`src/rtl/tomasulo_pkg.sv`:
```
// Shared types and constants for the Tomasulo front end: instruction classes,
// the RV32 opcodes that select them, and the bubble word.
package tomasulo_pkg;

  typedef enum logic [1:0] {
    CLS_OTHER,
    CLS_ARITH,
    CLS_LS
  } instr_class_t;

  localparam logic [6:0] OPC_LOAD  = 7'b0000011;
  localparam logic [6:0] OPC_STORE = 7'b0100011;
  localparam logic [6:0] OPC_OP    = 7'b0110011;
  localparam logic [6:0] OPC_OPIMM = 7'b0010011;

  // Opcode 0 enables no unit in the core, so an all-zero word is a safe bubble.
  localparam logic [31:0] NOP_BUBBLE = 32'h0000_0000;

  function automatic logic [31:0] sat_inc(input logic [31:0] v);
    return (v == 32'hFFFF_FFFF) ? v : v + 32'd1;
  endfunction

endpackage

```
`src/rtl/issue_classifier.sv`:
```
// Combinational opcode -> instruction class decode; shared with the core's decode.
module issue_classifier
  import tomasulo_pkg::*;
(
  input  logic [6:0]   opcode,
  output instr_class_t cls
);

  always_comb begin
    cls = CLS_OTHER;
    unique case (opcode)
      OPC_LOAD, OPC_STORE: cls = CLS_LS;
      OPC_OP, OPC_OPIMM:   cls = CLS_ARITH;
      default:             cls = CLS_OTHER;
    endcase
  end

endmodule

```
`src/rtl/instr_issue_queue.sv`:
```
// In-order show-ahead issue FIFO feeding the Tomasulo core; the head advances
// when its class is not stalled. Optional counters: ISSUE_QUEUE_STATS_EN.
module instr_issue_queue
  import tomasulo_pkg::*;
#(
  parameter int DEPTH = 8,
  parameter int XLEN  = 32
) (
  input  logic                       clk,
  input  logic                       reset,
  input  logic                       in_valid,
  input  logic [XLEN-1:0]            in_instr,
  output logic                       in_ready,
  input  logic                       flush,
  input  logic                       A_stall,
  input  logic                       LS_stall,
  output logic [XLEN-1:0]            instr,
  output logic                       issue_valid,
  output logic                       issue_fire,
  output logic [$clog2(DEPTH):0]     count
`ifdef ISSUE_QUEUE_STATS_EN
  ,
  output logic [31:0]                stat_issued,
  output logic [31:0]                stat_stall_cycles,
  output logic [31:0]                stat_full_cycles
`endif
);

  localparam int AW = $clog2(DEPTH);
  localparam int CW = AW + 1;
  localparam logic [CW-1:0] FULL = CW'(DEPTH);

  logic [XLEN-1:0] mem [DEPTH];
  logic [AW-1:0]   wr_ptr, rd_ptr;
  logic            push;
  instr_class_t    cls;

  // Outputs derive only from registered state, so stall logic in the core may
  // be combinational on instr without forming a loop.
  assign in_ready    = (count != FULL);
  assign issue_valid = (count != '0);
  assign instr       = issue_valid ? mem[rd_ptr] : XLEN'(NOP_BUBBLE);
  assign push        = in_valid && in_ready && !flush;

  issue_classifier u_cls (
    .opcode (instr[6:0]),
    .cls    (cls)
  );

  assign issue_fire = issue_valid
                   && !(cls == CLS_ARITH && A_stall)
                   && !(cls == CLS_LS && LS_stall)
                   && !flush;

  always_ff @(posedge clk or negedge reset) begin
    if (!reset) begin
      wr_ptr <= '0;
      rd_ptr <= '0;
      count  <= '0;
    end else if (flush) begin
      wr_ptr <= '0;
      rd_ptr <= '0;
      count  <= '0;
    end else begin
      if (push)       wr_ptr <= wr_ptr + AW'(1);
      if (issue_fire) rd_ptr <= rd_ptr + AW'(1);
      count <= count + CW'(push) - CW'(issue_fire);
    end
  end

  // Storage carries no reset; stale contents are never visible past count.
  always_ff @(posedge clk) begin
    if (push) mem[wr_ptr] <= in_instr;
  end

`ifdef ISSUE_QUEUE_STATS_EN
  always_ff @(posedge clk or negedge reset) begin
    if (!reset) begin
      stat_issued       <= '0;
      stat_stall_cycles <= '0;
      stat_full_cycles  <= '0;
    end else if (flush) begin
      stat_issued       <= '0;
      stat_stall_cycles <= '0;
      stat_full_cycles  <= '0;
    end else begin
      if (issue_fire)                stat_issued       <= sat_inc(stat_issued);
      if (issue_valid && !issue_fire) stat_stall_cycles <= sat_inc(stat_stall_cycles);
      if (count == FULL)             stat_full_cycles  <= sat_inc(stat_full_cycles);
    end
  end
`endif

endmodule

```
`config.mk`:
```
export PLATFORM = sky130hd
export DESIGN_NAME = instr_issue_queue
export DESIGN_NICKNAME = d
export VERILOG_FILES = /design/src/rtl/tomasulo_pkg.sv /design/src/rtl/issue_classifier.sv /design/src/rtl/instr_issue_queue.sv
export SDC_FILE = /design/constraint.sdc
export NUM_CORES = 1
export LEC_CHECK = 0
export CAP_MARGIN = 0
export CORE_MARGIN = 10
export CORE_UTILIZATION = 55
export DETAILED_ROUTE_END_ITERATION = 10
export HOLD_SLACK_MARGIN = 0.03
export PLACE_DENSITY = 0.76
export RECOVER_POWER = 25
export SLEW_MARGIN = 0
export SYNTH_ARGS = -nofsm -noshare
export SYNTH_HDL_FRONTEND = slang
export SYNTH_HIERARCHICAL = 1
export SYNTH_SLANG_ARGS = --single-unit
```
`constraint.sdc`:
```
create_clock -name clk -period 6.12 [get_ports clk]
set_input_delay 1.224 -clock clk [delete_from_list [all_inputs] [get_ports clk]]
set_output_delay 1.224 -clock clk [all_outputs]
set_load 0.005 [all_outputs]
```
Word-level counts from Yosys, hierarchy flattened. Memories as Yosys holds them, arrays and structs flattened. Cells that the tools add are included.

Bits of input ports: 38. Bits in writable memories: 256. Memories: 1. Register bits after elaboration: 10. Output and inout port bits: 39. Logic and storage cells: 39.

Memories: mem (depth 8, bits a word 32, read ports 1, clocked after memory_dff 0, wr ports 1, RTL line instr_issue_queue.sv:33) `logic [XLEN-1:0] mem [DEPTH];`.

Mux-type cells: 9. Equal/unequal tests: 7. Reductions and logical operators: 15. Add/subtract/negate cells: 4.

Operator list (number): two-way mux 32 bit (1); == test 7 x 6 -> 1 bit (second input constant) (2); two-way mux 3 bit (4); == test 7 x 2 -> 1 bit (second input constant) (1); == test 7 x 5 -> 1 bit (second input constant) (1); logical AND 1 bit (7); adder 3 x 1 -> 3 bit (second input constant) (2); adder 4 x 1 -> 4 bit (1); two-way mux 4 bit (1); inequality test 4 bit (second input constant) (1); case mux 2 bit (2 select lines) (1); nonzero test 2 bit (2); nonzero test 4 bit (1); OR reduction 2 bit (2); subtractor 4 x 1 -> 4 bit (1); logical NOT 1 bit (3); == test 2 x 1 -> 1 bit (second input constant) (1); == test 2 bit (second input constant) (1); two-way mux 1 bit (2).

Logic depth before layout (Yosys ltp). Gate-level depths: netlist of run 1.

Depth after elaboration: 13. Mapped depth: 17. Mapped depth without buffers: 15.

Hierarchy. The synthesis of run 1 kept the hierarchy.

Modules (own cells, without submodules): instr_issue_queue (instances 1, area each 10281.1 um2, seq. area each 7937.6 um2, cells an instance 452); issue_classifier (instances 1, area each 26.3 um2, seq. area each 0.0 um2, cells an instance 4).

Least setup slack after synthesis of run 1. OpenSTA, ideal clock, no wires.

Path kind: input -> register. Start: input port in_valid. End: memory mem[0][0], enable pin. Library setup time: 0.501 ns. Stages: 4. Data arrival time: 4.807 ns. Required time: 5.619 ns. Path buffers: 1. Setup slack: 0.811 ns. Path through: inv_1 or3_1 clkbuf_1 nor4_1.

Cells in the longest elaborated chain, start to end: 4.

Ends and longest elaborated chain: start, declared (RTL line instr_issue_queue.sv:11) `input logic in_valid,`; logical AND 1 bit (2 in a row) (RTL line instr_issue_queue.sv:43) `assign push = in_valid && in_ready && !flush;`; two-way mux 1 bit (RTL line instr_issue_queue.sv:73) `if (push) mem[wr_ptr] <= in_instr;`; two-way mux 1 bit (not written as such) (RTL line instr_issue_queue.sv:73); end, declared (RTL line instr_issue_queue.sv:33).

No other way between the ends.

Final worst setup path of run 1.
Start: register count[2]. End: output port issue_fire.

Cells in the longest elaborated chain, start to end: 11. Elaborated cells between the ends (all ways): 18. Classes of those cells: eq/ne: 6; mux: 2; reduce/logical: 10.

Ends and longest elaborated chain: start, declared (RTL line instr_issue_queue.sv:20) `output logic [$clog2(DEPTH):0] count`; start signal, assigned (RTL line instr_issue_queue.sv:67) `count <= count + CW'(push) - CW'(issue_fire);`; nonzero test 4 bit * (RTL line instr_issue_queue.sv:41) `assign issue_valid = (count != '0);`; two-way mux 32 bit * (RTL line instr_issue_queue.sv:42) `assign instr = issue_valid ? mem[rd_ptr] : XLEN'(NOP_BUBBLE);`; == test 7 x 6 -> 1 bit, or another cell as far along (RTL line issue_classifier.sv:11) `unique case (opcode)`; OR reduction 2 bit (RTL line issue_classifier.sv:11); case mux 2 bit (2 select lines) * (RTL line issue_classifier.sv:11); net cls[1] (RTL line instr_issue_queue.sv:36) `instr_class_t cls;`; == test 2 x 1 -> 1 bit (RTL line instr_issue_queue.sv:51) `&& !(cls == CLS_ARITH && A_stall)`; logical AND 1 bit (RTL line instr_issue_queue.sv:51); logical NOT 1 bit (RTL line instr_issue_queue.sv:51); logical AND 1 bit (RTL line instr_issue_queue.sv:51); logical AND 1 bit * (RTL line instr_issue_queue.sv:52) `&& !(cls == CLS_LS && LS_stall)`; logical AND 1 bit * (RTL line instr_issue_queue.sv:53) `&& !flush;`; end, declared (RTL line instr_issue_queue.sv:19) `output logic issue_fire,`.

The timed path passes the listed nets; every way through them passes the cells marked *.

==> results.txt, run 1 <==
Result of the run: completed
Setup crit end kind: primary output
Fmax: 0.177 GHz
RSZ-0062 raised after global routing: false
Critical Path End: issue_fire
Worst r2r src: count[2]
I/O pin total: 77
Critical path fanouts, max: 32
Number of global-route vias before repair: 5489
Final Cell Area: 12200 sq um
Final global-route overflow total: 0
Vias per cell: 6.17
Count of final setup violators: 0
Share of the yosys chip area belonging to registers: 77.0%
Clock latency on the worst-skew pair: 520 ps
CTS clk-pin slew, worst paths: 60 ps
Worst hold slack across all endpoints: 712 ps
Drt initial violations: 473
Total CTS buffers: 25
Crit path arrival time: 4440 ps
Minimum clock period: 5660 ps
Instance area after placement: 11400 sq um
Die Y-Extent: 157 um
Resized cells post-CTS: 0
Total Power: 4.84 mW
Number of synthesized flops with an enable pin: 256
Routing usage on met2: 27.7%
Fin crit share: 92.5%
Largest voltage drop on the vdd net: 215 uV
First-pass GRT wire length: 32.1 mm
Critical path class: reg2out
Number of library cell types mapped by synthesis: 36
TritonCTS clock tree: done
Library cell occupying the most area in the post-synthesis netlist: edfxtp_1
Cell leakage power: 3.96 nW
Placeable core region: 18600 sq um
GRT Resource Usage Total: 17.1%
Transition time at the pin with the least slew margin: 1090 ps
Number of placement rows: 50
Most Crowded Layer GR: met2
Number of hold buffers added after CTS: 0
Max Slew Vio Count: 0
XOR/XNOR Fraction of Synth Area: 0.0850%
Multiplexer fraction of the synthesized cell area: 14.6%
Max Root-Sink Buffers: 3
Depth of the CTS H-tree: 1
Clock root buffer: clkbuf_16
Average size of a mapped cell: 22.6 sq um
PnR worst setup slack: 459 ps
Final antenna-violating net count: 0
Number of nets in the layout: 596
Grt met3 use: 4.61%
Top area cells in the synthesized netlist: edfxtp_1 (75%), mux4_2 (13%), a22o_1 (2.7%), dfrtp_1 (2.4%), mux4_1 (1.0%)
Clock Skew: 16.1 ps
Share of async-settable or async-resettable flops after synthesis: 3.76%
Reg2reg path depth: 15
I/O Buffers: 76
Area growth, synth to finish: 18.3%
Pwr/cell area: 397 nW/um^2
Floorplan die width: 157 um
Full die area: 24600 sq um
Top cell type's share of synthesized area: 74.6%
Detailed-placement wirelength estimate: 11.9 mm
Routed length per placed instance: 25.6 um
Layout cells sized above 1: 22.0%
Reported max-cap violation count: 0
Detailed-route via count: 4955
Data required time at the worst endpoint: 4900 ps
Number of detailed-route iterations in the first pass: 6
Post-synthesis net count: 503
Relative max-transition margin: 27.4%
Final Hold Violating Endpoints: 0
Prevailing post-synth register cell: edfxtp_1
Most used cells in the layout excluding fill and tap cells: edfxtp_1 (256), mux4_2 (60), clkdlybuf4s50_1 (55), a22o_1 (32), clkbuf_16 (25)
Initial standard-cell utilization of the core: 55.5%
Setup crit start: count[2]
Most common cell after layout, fill and taps aside: edfxtp_1
Post-Syn Area: 10300 sq um
Post-synthesis sequential element count: 266
Largest net degree at the start of global routing: 41
Synthesized-area fraction occupied by ao, oa, aoi and oai cells: 3.16%
Hold Crit Class: reg2reg
Clock sink count: 266
Initial antenna violation count: 2
Adder-Cell Fraction of Synth Area: 1.17%
Setup total negative slack: 0 ps
Post-synthesis simple-gate area fraction: 2.38%
Instance count of the mapped netlist: 456
Setup repair bufs after CTS: 0
Worst reg2reg path endpoint: count[3]
Routability-driven placement congestion ratio: 0.792
Met1 GRT Util: 22.1%
Combinational family with the most area after synthesis: multiplexers
Total of warnings raised by yosys: 6
Reg-to-reg slack, setup: 1390 ps
DRC: 0
Total length of routed wires: 20.5 mm
Post-placement worst setup slack: 1000 ps
Launching element type of the critical path: flip-flop
[flip-flops by register name, indices dropped and copies added (netlist names)]
name    cells
rd_ptr      3
mem       256
wr_ptr      3
count       4
[Yosys cell counts (all sizes together) (2+ instances only)]
cell type	n
mux2	3
a22o	32
a21oi	4
ha	8
nor3	6
o21ai	2
nand2b	4
nor4	3
nor2	8
edfxtp	256
buf	13
dfrtp	10
mux4	64
or3	2
and3b	2
nor3b	2
nand4b	2
clkbuf	10
nand3	2
inv	8
nor2b	6
[routing by layer]
layer / share of wire [%] / wire length [um] / vias to the layer above
met2: 50 / 10200 / 193
met3: 8.0 / 1650 / 38
li1: - / - / 2126
met4: 2.3 / 469 / 2
met1: 40 / 8200 / 2596
met5: 0.034 / 7 / -
[critical path: stages (launching register included)]
cell,delay [ps]
dfrtp_1,370
inv_1,110
ha_1,150
nor3b_2,670
nor2_4,390
a22o_1,350
nor4_1,260
and3_1,190
and3b_1,230
nor4_1,570
clkdlybuf4s50_1,630
[cell families after synthesis]
group	count (synthesis)
AOI/OAI and AO/OA	40
xor gates and xnor gates	1
adders and majority gates	9
buffers and inverters	31
DFF	266
muxes	68
and+or+nand+nor	41
[worst min path at each step]
stage / from / endpoint / slack (ps) / cells after the start
2_1_floorplan: wr_ptr[1] / wr_ptr[1] / 590 / 2
4_1_cts: wr_ptr[1] / wr_ptr[1] / 690 / 2
5_1_grt: wr_ptr[1] / wr_ptr[1] / 740 / 2
3_3_place_gp: wr_ptr[1] / wr_ptr[1] / 640 / 2
6_report: wr_ptr[1] / wr_ptr[1] / 710 / 2
3_5_place_dp: wr_ptr[1] / wr_ptr[1] / 680 / 2
[cell type report]
cell class              instances  area [sq um]
flip-flops and latches        266          7940
fillers                      1159          6390
multi-input cells             159          2260
repair buffers                 89           858
clock buffers                  28           637
well taps                     234           293
clock inverters                18           165
inverters                       8          30.0
diodes                          1          2.50
[where the power goes]
part / switching (mW) / internal [mW] / leakage (nW)
clock network: 0.631 / 0.875 / 0.398
logic: 0.503 / 0.678 / 1.12
registers: 0.0926 / 2.06 / 2.44
total: 1.23 / 3.62 / 3.96
[metrics by stage]
| stage | cells | util [%] |
|---|---|---|
| 2_1_floorplan | 456 | - |
| 3_3_place_gp | 756 | 61.3 |
| 3_5_place_dp | 756 | 61.3 |
| 4_1_cts | 802 | 65.6 |
| 5_1_grt | 802 | 65.6 |
| 6_report | 803 | 65.6 |
Power figures use the tool's default switching activity.
==> run 2: changes to the inputs <==
- SLEW_MARGIN: 0 -> not set
- clock period: 6.12 -> 6.43 ns (I/O delays scaled with it)
==> run 2 against run 1 <==
  * Power down 6.2%
  * Sequential power decreased by 6%
  * Clock skew shrank 3.6 ps
  * Via count shrank 0.14%
  * Global-route usage rose by 0.052 points
  * Hold slack worse by 21 ps
  * Count of clock-buffer cells in the layout grew 4
  * Die area is the same
  * Sequential share of layout area increased by 0.23 points
  * Final area down 0.35%
  * Sequential cell count is the same
  * Non-clock buffer count down 1
==> results.txt, run 2 (same netlist as run 1, synthesis figures left out) <==
Number of placement rows: 50 (unchanged)
Fmax: 0.176 GHz
Crit path max-delay family: simple AND/OR/NAND/NOR gates
Relative max-transition margin: 29.2% (+1.8 points)
Final global-route overflow total: 0 (unchanged)
Instance area after placement: 11400 sq um (about the same)
PnR worst setup slack: 761 ps (+301 ps)
Clock latency on the worst-skew pair: 510 ps (about the same)
CTS clk-pin slew, worst paths: 60 ps (about the same)
Area used by multi-input combinational logic: 2260 sq um (unchanged)
RSZ-0062 raised after global routing: false
TritonCTS clock tree: done
I/O pin total: 77 (unchanged)
Critical path fanouts, max: 32 (unchanged)
Total Power: 4.55 mW (-6.2%)
Largest register by flop count: mem
Total length of routed wires: 20.7 mm (+0.71%)
Setup crit end kind: primary output
Result of the run: completed
Reg2reg path depth: 15 (unchanged)
Floorplan die width: 157 um (unchanged)
Data required time at the worst endpoint: 5140 ps (+240 ps)
Fin crit share: 88.2%
Number of flip-flops in the largest register: 256 (unchanged)
DRC: 0 (unchanged)
Minimum clock period: 5670 ps
Crit path buf inv count: 2 (unchanged)
Number of global-route vias before repair: 5358 (-2.4%)
Cell leakage power: 3.93 nW (-0.75%)
Max Slew Vio Count: 0 (unchanged)
Number of detailed-route iterations in the first pass: 7 (+1)
Area growth, synth to finish: 17.9%
Clock sink count: 266 (unchanged)
Highest-delay cell along the critical path: nor3b_2
Reg area: 7940 sq um (unchanged)
Detailed-route via count: 4948 (-0.14%)
Detailed-placement wirelength estimate: 12.0 mm (+1.3%)
Vias per cell: 6.19 (+0.23%)
Initial antenna violation count: 2 (unchanged)
Routability-driven placement congestion ratio: 0.774 (-2.3%)
Die Y-Extent: 157 um (unchanged)
Depth of the CTS H-tree: 1 (unchanged)
Most common cell after layout, fill and taps aside: edfxtp_1
Final Hold Violating Endpoints: 0 (unchanged)
Setup repair bufs after CTS: 0 (unchanged)
Number of hold buffers added after CTS: 0 (unchanged)
Setup total negative slack: 0 ps (unchanged)
Launching element type of the critical path: flip-flop
Reported max-cap violation count: 0 (unchanged)
Routing usage on met2: 28.4% (+0.71 points)
Layout cells sized above 1: 21.8% (-0.24 points)
Critical path class: reg2out
Number of nets in the layout: 595 (-0.17%)
Drt initial violations: 362 (-23%)
Largest net degree at the start of global routing: 48 (+17%)
Hold path startpoint: wr_ptr[1]
Transition time at the pin with the least slew margin: 1060 ps (-27.7 ps)
Count of final setup violators: 0 (unchanged)
Total CTS buffers: 25 (unchanged)
Most used cells in the layout excluding fill and tap cells: edfxtp_1 (256), mux4_2 (60), clkdlybuf4s50_1 (56), a22o_1 (32), clkbuf_16 (25)
Worst path most repeated cell: nor4_1
Crit path largest cell delay: 700 ps (+30 ps)
Hold Crit Class: reg2reg
Series of cell instances along the critical path: inv_1 -> ha_1 -> nor3b_2 -> nor2_4 -> a22o_1 -> nor4_1 -> and3_1 -> and3b_1 -> nor4_1 -> clkdlybuf4s50_1
Routed length per placed instance: 25.8 um (+1.1%)
Leading registers by flop count: mem x256, count x4
Post-placement worst setup slack: 1350 ps (+348 ps)
Hold-critical path depth: 2 (unchanged)
GRT Resource Usage Total: 17.1% (+0.052 points)
Worst hold slack across all endpoints: 692 ps (-20.5 ps)
Clock root buffer: clkbuf_16
Most Crowded Layer GR: met2
Full die area: 24600 sq um (unchanged)
Crit path arrival time: 4380 ps (-60 ps)
Final antenna-violating net count: 0 (unchanged)
Largest voltage drop on the vdd net: 256 uV (+19%)
Grt met3 use: 5.21% (+0.60 points)
Pwr/cell area: 374 nW/um^2 (-5.9%)
Worst reg2reg path endpoint: count[3]
Hold EP: wr_ptr[1]
Clock Skew: 12.5 ps (-3.57 ps)
Met1 GRT Util: 21.7% (-0.40 points)
Layout filler cell count: 1142 (-1.5%)
Max Root-Sink Buffers: 3 (unchanged)
Placeable core region: 18600 sq um (unchanged)
Resized cells post-CTS: 0 (unchanged)
I/O Buffers: 76 (unchanged)
Reg-to-reg slack, setup: 1730 ps (+340 ps)
Worst r2r src: count[2]
First-pass GRT wire length: 31.9 mm (-0.39%)
Initial standard-cell utilization of the core: 55.5% (unchanged)
Final Cell Area: 12100 sq um (-0.35%)
[run 2: changes by cell type in the layout (fill, tap and decap cells not counted), moves of 2 or more]
cell | before | now
clkinv_1 | 5 | 2
clkbuf_8 | 0 | 2
clkinv_2 | 8 | 5
clkinv_4 | 0 | 2
clkbuf_1 | 3 | 5
bufinv_16 | 3 | 1
[run 2: how the worst max path moves through the flow]
| stage | end | cells past startpoint | startpoint |
|---|---|---|---|
| CTS | issue_fire | 10 | count[2] |
| floorplan | mem[0][0] | 4 | in_valid |
| finish | issue_fire | 10 | count[2] |
| global placement | issue_fire | 10 | count[2] |
| detailed placement | issue_fire | 10 | count[2] |
| global route | issue_fire | 10 | count[2] |
[run 2: power breakdown]
| group | internal [mW] | switching (mW) | total (mW) |
|---|---|---|---|
| clock | 0.778 | 0.585 | 1.36 |
| sequential | 1.96 | 0.0740 | 2.04 |
| combinational | 0.646 | 0.497 | 1.14 |
[run 2: through the flow]
step                utilization [%]  cells
floorplan                         -    456
global placement               61.2    755
detailed placement             61.2    755
CTS                            65.4    799
global route                   65.4    799
finish                         65.4    800
[run 2: final cells by class]
type                       instances  share of cell area, %
antenna                            1                 0.0206
clock buffer                      32                   5.53
clock inverter                    12                  0.783
inverter                           8                  0.247
multi-input combinational        159                   18.6
sequential                       266                   65.4
tap                              234                   2.41
timing repair buffer              88                   7.00
[run 2: routing by layer]
layer  routed length, um  vias up
met5                  13        -
met4                 311        2
met3                1840       32
met2               10400      196
met1                8160     2595
li1                    -     2123
[run 2: worst min-delay path: stages, from the launching register on]
cell and delay [ps]:
dfrtp_1 450, o21ai_0 120, a21oi_1 80
==> run 3: changes to the inputs <==
- GPL_ROUTABILITY_DRIVEN: not set -> 0
==> results of run 3 <==
Same layout as run 2: the final DEF is identical, and so are final timing and power.
